`src/rtl/fft_frame_ctrl.sv`:
```
// Frame sequencer for the streaming 22SDF FFT core: feeds one N-sample frame from sample RAM and collects indexed results.
// Optional drain watchdog is compiled in with `define FFT_WDOG_EN.
module fft_frame_ctrl #(
    parameter int N           = 64,
    parameter int LOG2N       = 6,
    parameter int WIDTH       = 16,
    parameter int ADDR_W      = 13,
    parameter int FRAME_GAP   = 2,
    parameter int WDOG_CYCLES = 1024
) (
    input  logic                 clk,
    input  logic                 rst_n,
    input  logic                 start,
    input  logic [ADDR_W-1:0]    base_addr,
    output logic                 busy,
    output logic                 done,
    output logic                 error,
    output logic [15:0]          frame_cnt,
    output logic                 mem_rd_en,
    output logic [ADDR_W-1:0]    mem_addr,
    input  logic [2*WIDTH-1:0]   mem_rd_data,
    output logic                 fft_enable_in,
    output logic [WIDTH-1:0]     fft_in_re,
    output logic [WIDTH-1:0]     fft_in_im,
    input  logic                 fft_enable_out,
    input  logic [WIDTH-1:0]     fft_out_re,
    input  logic [WIDTH-1:0]     fft_out_im,
    output logic                 res_valid,
    output logic [LOG2N-1:0]     res_idx,
    output logic [WIDTH-1:0]     res_re,
    output logic [WIDTH-1:0]     res_im
);

    localparam logic [LOG2N-1:0] RD_LAST  = LOG2N'(N - 1);
    localparam logic [LOG2N:0]   RES_FULL = (LOG2N + 1)'(N);
    localparam logic [3:0]       GAP_LAST = 4'(FRAME_GAP - 1);

    // Elaboration-time parameter sanity; never reaches hardware.
    if (N != (1 << LOG2N) || FRAME_GAP < 0 || FRAME_GAP > 15 || WDOG_CYCLES < 2 || ADDR_W <= LOG2N) begin : g_param_check
        $error("fft_frame_ctrl: inconsistent parameters");
    end

    typedef enum logic [2:0] {
        S_IDLE,
        S_FEED,
        S_DRAIN,
        S_DONE,
        S_GAP
    } state_t;

    state_t                state_reg, state_next;
    logic                  launch;
    logic                  wdog_expire;
    logic                  collecting;
    logic                  accept;

    logic [ADDR_W-1:0]     base_reg;
    logic [ADDR_W-1:0]     pend_addr_reg;
    logic                  pend_reg;
    logic [LOG2N-1:0]      rd_cnt_reg;
    logic [LOG2N:0]        res_cnt_reg;
    logic [3:0]            gap_cnt_reg;
    logic                  rd_valid_reg;
    logic                  error_reg;
    logic [15:0]           frame_cnt_reg;
    logic                  res_valid_reg;
    logic [LOG2N-1:0]      res_idx_reg;
    logic [WIDTH-1:0]      res_re_reg;
    logic [WIDTH-1:0]      res_im_reg;
    logic [WIDTH-1:0]      in_lane [2];

`ifdef FFT_WDOG_EN
    localparam int WDOG_W = $clog2(WDOG_CYCLES + 1);
    localparam logic [WDOG_W-1:0] WDOG_LAST = WDOG_W'(WDOG_CYCLES - 1);
    logic [WDOG_W-1:0]     wdog_cnt_reg;

    // Clears whenever not draining, so it restarts from zero on every DRAIN entry.
    always_ff @(posedge clk or negedge rst_n) begin
        if (!rst_n) begin
            wdog_cnt_reg <= '0;
        end else if (state_reg != S_DRAIN) begin
            wdog_cnt_reg <= '0;
        end else begin
            wdog_cnt_reg <= wdog_cnt_reg + 1'b1;
        end
    end
`endif

    always_comb begin
        state_next  = state_reg;
        launch      = 1'b0;
        wdog_expire = 1'b0;
        case (state_reg)
            S_IDLE: begin
                if (start || pend_reg) begin
                    state_next = S_FEED;
                    launch     = 1'b1;
                end
            end
            S_FEED: begin
                if (rd_cnt_reg == RD_LAST) begin
                    state_next = S_DRAIN;
                end
            end
            S_DRAIN: begin
                if (res_cnt_reg == RES_FULL) begin
                    state_next = S_DONE;
                end
`ifdef FFT_WDOG_EN
                else if (wdog_cnt_reg == WDOG_LAST) begin
                    state_next  = S_IDLE;
                    wdog_expire = 1'b1;
                end
`endif
            end
            S_DONE: begin
                state_next = (FRAME_GAP == 0) ? S_IDLE : S_GAP;
            end
            S_GAP: begin
                if (gap_cnt_reg == GAP_LAST) begin
                    state_next = S_IDLE;
                end
            end
            default: state_next = S_IDLE;
        endcase
    end

    always_ff @(posedge clk or negedge rst_n) begin
        if (!rst_n) begin
            state_reg <= S_IDLE;
        end else begin
            state_reg <= state_next;
        end
    end

    assign collecting = (state_reg == S_FEED) || (state_reg == S_DRAIN);
    assign accept     = collecting && fft_enable_out && (res_cnt_reg != RES_FULL);

    // A fresh start in IDLE takes priority over (and discards) a queued one.
    always_ff @(posedge clk or negedge rst_n) begin
        if (!rst_n) begin
            base_reg      <= '0;
            pend_addr_reg <= '0;
            pend_reg      <= 1'b0;
        end else begin
            if (launch) begin
                base_reg <= start ? base_addr : pend_addr_reg;
            end
            if (wdog_expire) begin
                pend_reg <= 1'b0;
            end else if (start && state_reg != S_IDLE) begin
                pend_reg      <= 1'b1;
                pend_addr_reg <= base_addr;
            end else if (state_reg == S_IDLE) begin
                pend_reg <= 1'b0;
            end
        end
    end

    always_ff @(posedge clk or negedge rst_n) begin
        if (!rst_n) begin
            rd_cnt_reg   <= '0;
            gap_cnt_reg  <= '0;
            rd_valid_reg <= 1'b0;
        end else begin
            if (launch) begin
                rd_cnt_reg <= '0;
            end else if (state_reg == S_FEED) begin
                rd_cnt_reg <= rd_cnt_reg + 1'b1;
            end
            gap_cnt_reg  <= (state_reg == S_GAP) ? gap_cnt_reg + 1'b1 : 4'd0;
            rd_valid_reg <= mem_rd_en;
        end
    end

    // Result capture: index holds across enable_out gaps and saturates at N.
    always_ff @(posedge clk or negedge rst_n) begin
        if (!rst_n) begin
            res_cnt_reg   <= '0;
            res_valid_reg <= 1'b0;
            res_idx_reg   <= '0;
            res_re_reg    <= '0;
            res_im_reg    <= '0;
            error_reg     <= 1'b0;
            frame_cnt_reg <= '0;
        end else begin
            res_valid_reg <= accept;
            if (launch) begin
                res_cnt_reg <= '0;
            end else if (accept) begin
                res_cnt_reg <= res_cnt_reg + 1'b1;
            end
            if (accept) begin
                res_idx_reg <= res_cnt_reg[LOG2N-1:0];
                res_re_reg  <= fft_out_re;
                res_im_reg  <= fft_out_im;
            end
            if ((fft_enable_out && !collecting) || wdog_expire) begin
                error_reg <= 1'b1;
            end
            if (state_reg == S_DONE) begin
                frame_cnt_reg <= frame_cnt_reg + 16'd1;
            end
        end
    end

    // RAM word is {re, im}; lanes are forced to zero outside the enable_in burst.
    for (genvar gi = 0; gi < 2; gi++) begin : g_in_lane
        assign in_lane[gi] = rd_valid_reg ? mem_rd_data[gi*WIDTH +: WIDTH] : '0;
    end

    assign busy          = (state_reg != S_IDLE);
    assign done          = (state_reg == S_DONE);
    assign error         = error_reg;
    assign frame_cnt     = frame_cnt_reg;
    assign mem_rd_en     = (state_reg == S_FEED);
    assign mem_addr      = (state_reg == S_FEED) ? base_reg + ADDR_W'(rd_cnt_reg) : '0;
    assign fft_enable_in = rd_valid_reg;
    assign fft_in_re     = in_lane[1];
    assign fft_in_im     = in_lane[0];
    assign res_valid     = res_valid_reg;
    assign res_idx       = res_idx_reg;
    assign res_re        = res_re_reg;
    assign res_im        = res_im_reg;

endmodule

```
`config.mk`:
```
export PLATFORM = sky130hd
export DESIGN_NAME = fft_frame_ctrl
export DESIGN_NICKNAME = d
export VERILOG_FILES = /design/src/rtl/fft_frame_ctrl.sv
export SDC_FILE = /design/constraint.sdc
export NUM_CORES = 1
export LEC_CHECK = 0
export ABC_CLOCK_PERIOD_IN_PS = 3000
export BUFFER_PORTS_ARGS = -buffer_cell sky130_fd_sc_hd__buf_2
export CORE_ASPECT_RATIO = 2
export CORE_UTILIZATION = 49
export CTS_CLUSTER_DIAMETER = 50
export CTS_CLUSTER_SIZE = 24
export DETAILED_ROUTE_END_ITERATION = 16
export GPL_ROUTABILITY_DRIVEN = 1
export GPL_TIMING_DRIVEN = 0
export PLACE_DENSITY = 0.8
export SYNTH_ARGS = -nofsm -noshare
export SYNTH_HDL_FRONTEND = slang
export SYNTH_SLANG_ARGS = --single-unit
```
`constraint.sdc`:
```
create_clock -name clk -period 3 [get_ports clk]
set_input_delay 0.9 -clock clk [delete_from_list [all_inputs] [get_ports clk]]
set_output_delay 0.9 -clock clk [all_outputs]
set_load 0.05 [all_outputs]
```
==> results.sh <==
export IMPL_status="complete, but fails checks"
export IMPL_failed_checks="negative setup slack"
export IMPL_power_mw=7.680
export IMPL_timing_fmax_ghz=0.3178
export IMPL_slew_violations=0
export IMPL_io_pins=186
export IMPL_worstSetupPathType="flop to primary output"
export IMPL_diodes=0
export IMPL_die_h_um=144.1
export IMPL_worstSkewPairLatency_ps=340
export IMPL_antenna_found_initial=0
export IMPL_drive_above_1_share=0.3720
export IMPL_cts_sinks=104
export IMPL_place_gp_congestion=0.8998
export IMPL_syn_area_um2=4946
export IMPL_yosysWarnings=0
export IMPL_wl_mm=11.97
export IMPL_slew_headroom=0.5085
export IMPL_cts_root_buf="clkbuf_16"
export IMPL_fin_cells=847
export IMPL_grt_max_degree=76
export IMPL_slowest_delay_ps=430
export IMPL_hpwl_mm=8.867
export IMPL_r2r_start="state_reg[0]"
export IMPL_setup_worst_path_start_class="flop"
export IMPL_cts_tree="yes"
export IMPL_crit_slowest_cell="dfrtp_2"
export IMPL_antenna_left=0
export IMPL_synth_avg_cell_area_um2=9.775
export IMPL_worst_pin_slew_ps=737.3
export IMPL_dr_wl_met3_um=609
export IMPL_setup_tns_ps=-502.5
export IMPL_core_region_area_um2=9763
export IMPL_cp_end_kind="primary output"
export IMPL_crit_chain="ha_4 > inv_2 > fa_2 > nor2b_4 > o31ai_4 > a21boi_2 > o21a_1 > nor3_4 > buf_6"
export IMPL_overflow=0
export IMPL_layout_commonest_cell="buf_2"
export IMPL_ir_worst_vdd_v=0.0008436
export IMPL_critical_path_required_ps=2100
export IMPL_netlist_cell_type_count=43
export IMPL_p_int_mw=3.787
export IMPL_numPortBuffers=184
export IMPL_clockPowerShare=0.153
export IMPL_dieArea_um2=10520
export IMPL_comb_power_share=0.572
export IMPL_finalNetCount=804
export IMPL_crit_start="rd_cnt_reg[0]"
export IMPL_synthTopCellsByArea="dfrtp_1, nand2_1, and2_1"
export IMPL_fin_crit_ps=3147
export IMPL_htree_num_levels=3
export IMPL_worst_path_max_fanout=5
export IMPL_rsz0062_at_grt="true"
export IMPL_setup_viol=4
export IMPL_netSwitchingFraction=0.5069
export IMPL_fp_dieW_um=73.04
export IMPL_synth_top_area_cell="dfrtp_1"
export IMPL_hold_start="error"
export IMPL_firstDrtPassIters=4
export IMPL_critPathTopFamily="compound AO/OA/AOI/OAI gates"
export IMPL_worst_path_buf_inv=2
export IMPL_synth_cells=506
export IMPL_synth_nets=600
export IMPL_vias_per_cell=5.006
export IMPL_grt_pass1_vias=4282
export IMPL_drv_cap=0
export IMPL_power_density_nw_per_um2=1160
export IMPL_finClkSkew_ps=8.149
export IMPL_arrival_ps=2250
export IMPL_syn2layout_area_growth_pct=33.82
export IMPL_seqPwrFrac=0.275
export IMPL_ys_seq_area_frac=0.5262
export IMPL_layout_setup_ws_ps=-146.8
export IMPL_wl_per_cell_um=14.13
export IMPL_hp_class="flop to flop"
export IMPL_via_count=4240
export IMPL_grt_pass1_wl_mm=18.98
export IMPL_final_cell_mix="buf_2, nand2_1, dfrtp_1"
export IMPL_hold_viol=0
export IMPL_wl_met1_mm=4.247
export IMPL_power_switching_mw=3.893
export IMPL_ys_seq_elements=104
export IMPL_rows=51
export IMPL_met2RoutedLength_mm=6.671
export IMPL_p_leak_nw=3.427
export IMPL_dp_cells=823
export IMPL_start_util=0.5066
export IMPL_clockBufferDepth=2
export IMPL_routed_top_layer="met4"
export IMPL_clkSlewWorstSetupHoldPaths_ps=70
export IMPL_grt_util_all_layers=0.2360
export IMPL_drc=0
export IMPL_numCtsBuffers=9
export IMPL_synth_top_area_frac=0.5262
export IMPL_fin_crit_sh=1.049
export IMPL_drt_initial_drc_count=189
-- cell families after synthesis --
kind of cell               share of synthesized area
and+or+nand+nor                               0.2315
DFF                                           0.5262
AOI/OAI and AO/OA                            0.05338
muxes                                        0.07108
xor gates and xnor gates                     0.05489
buffers and inverters                        0.02859
adders and majority gates                    0.03440
-- layout make-up --
| class | instances | area (µm²) |
|---|---|---|
| Buffer | 18 | 87.58 |
| Fill cell | 817 | 3144 |
| Tap cell | 132 | 165.2 |
| Clock inverter | 7 | 77.57 |
| Sequential cell | 104 | 2608 |
| Clock buffer | 9 | 225.2 |
| Timing Repair Buffer | 194 | 1070 |
| Multi-Input combinational cell | 371 | 2336 |
| Inverter | 12 | 50.05 |
-- final timing paths --
path                                         end  slack [ps]  cells after the start
worst min register to register             error         460                      1
worst max register to register  pend_addr_reg[2]        1040                      6
worst max-delay path                 mem_addr[6]        -150                      9
worst min-delay path                       error         460                      1
min in group asynchronous           frame_cnt[5]         480                      1
max in group asynchronous          rd_cnt_reg[2]        1820                      2
-- per-layer routing --
layer | up-vias | global-route usage
met5 | - | 0
met4 | 0 | 0.1176
met3 | 28 | 0.03833
met2 | 161 | 0.4459
met1 | 1980 | 0.2418
li1 | 2071 | -
-- worst register-to-register path: cells and delay by family (launching register included) --
kind	cells	cell delay, ps
buffers and inverters	3	600
DFF	1	360
muxes	1	390
and+or+nand+nor	2	500
-- cells in the mapped netlist, drive strengths merged --
library cell    n
nand2         134
dfrtp         104
nor2           34
and2           33
o21ai          24
xnor2          18
mux2           17
mux2i          16
nand3          14
xor2           13
ha             12
inv            12
clkbuf         10
buf             9
a21oi           8
nor3            8
nand4           7
a211oi          5
and3            3
and4            3
nand2b          2
nor2b           2
nor4            2
o21a            2
o31ai           2
a21boi          1
a21o            1
a31oi           1
and2b           1
fa              1
nand3b          1
nand4bb         1
nor3b           1
o211ai          1
o21bai          1
or3             1
or3b            1
-- timing repair --
item	4_1_cts	5_1_grt
buffers inserted	6	3
cloned	0	0
gates resized for setup	33	13
pin swaps	10	5
setup endpoints to repair	10	10
hold buffers	0	0
-- metrics by stage --
step                      cell area (µm²)  setup slack [ps]  utilization  hold slack [ps]
after floorplan                      4984            -71.01            -            456.3
after global placement               6070            -288.8       0.6217            450.1
after detailed placement             6100            -395.0       0.6248            456.9
after CTS                            6566            -145.5       0.6726            472.2
after global routing                 6619            -223.7       0.6779            502.6
final                                6619            -146.8       0.6779            464.8
-- power by group through the flow --
stage          logic (mW)  registers (mW)  clock network [mW]
2_1_floorplan        2.45            2.73                   0
3_5_place_dp         3.97            2.14                   0
4_1_cts              4.26            2.11                1.20
6_report             4.39            2.11                1.17
5_1_grt              4.70            2.17                1.25
3_3_place_gp         3.90            2.12                   0
Note: power is estimated with default switching activity, not from simulation.
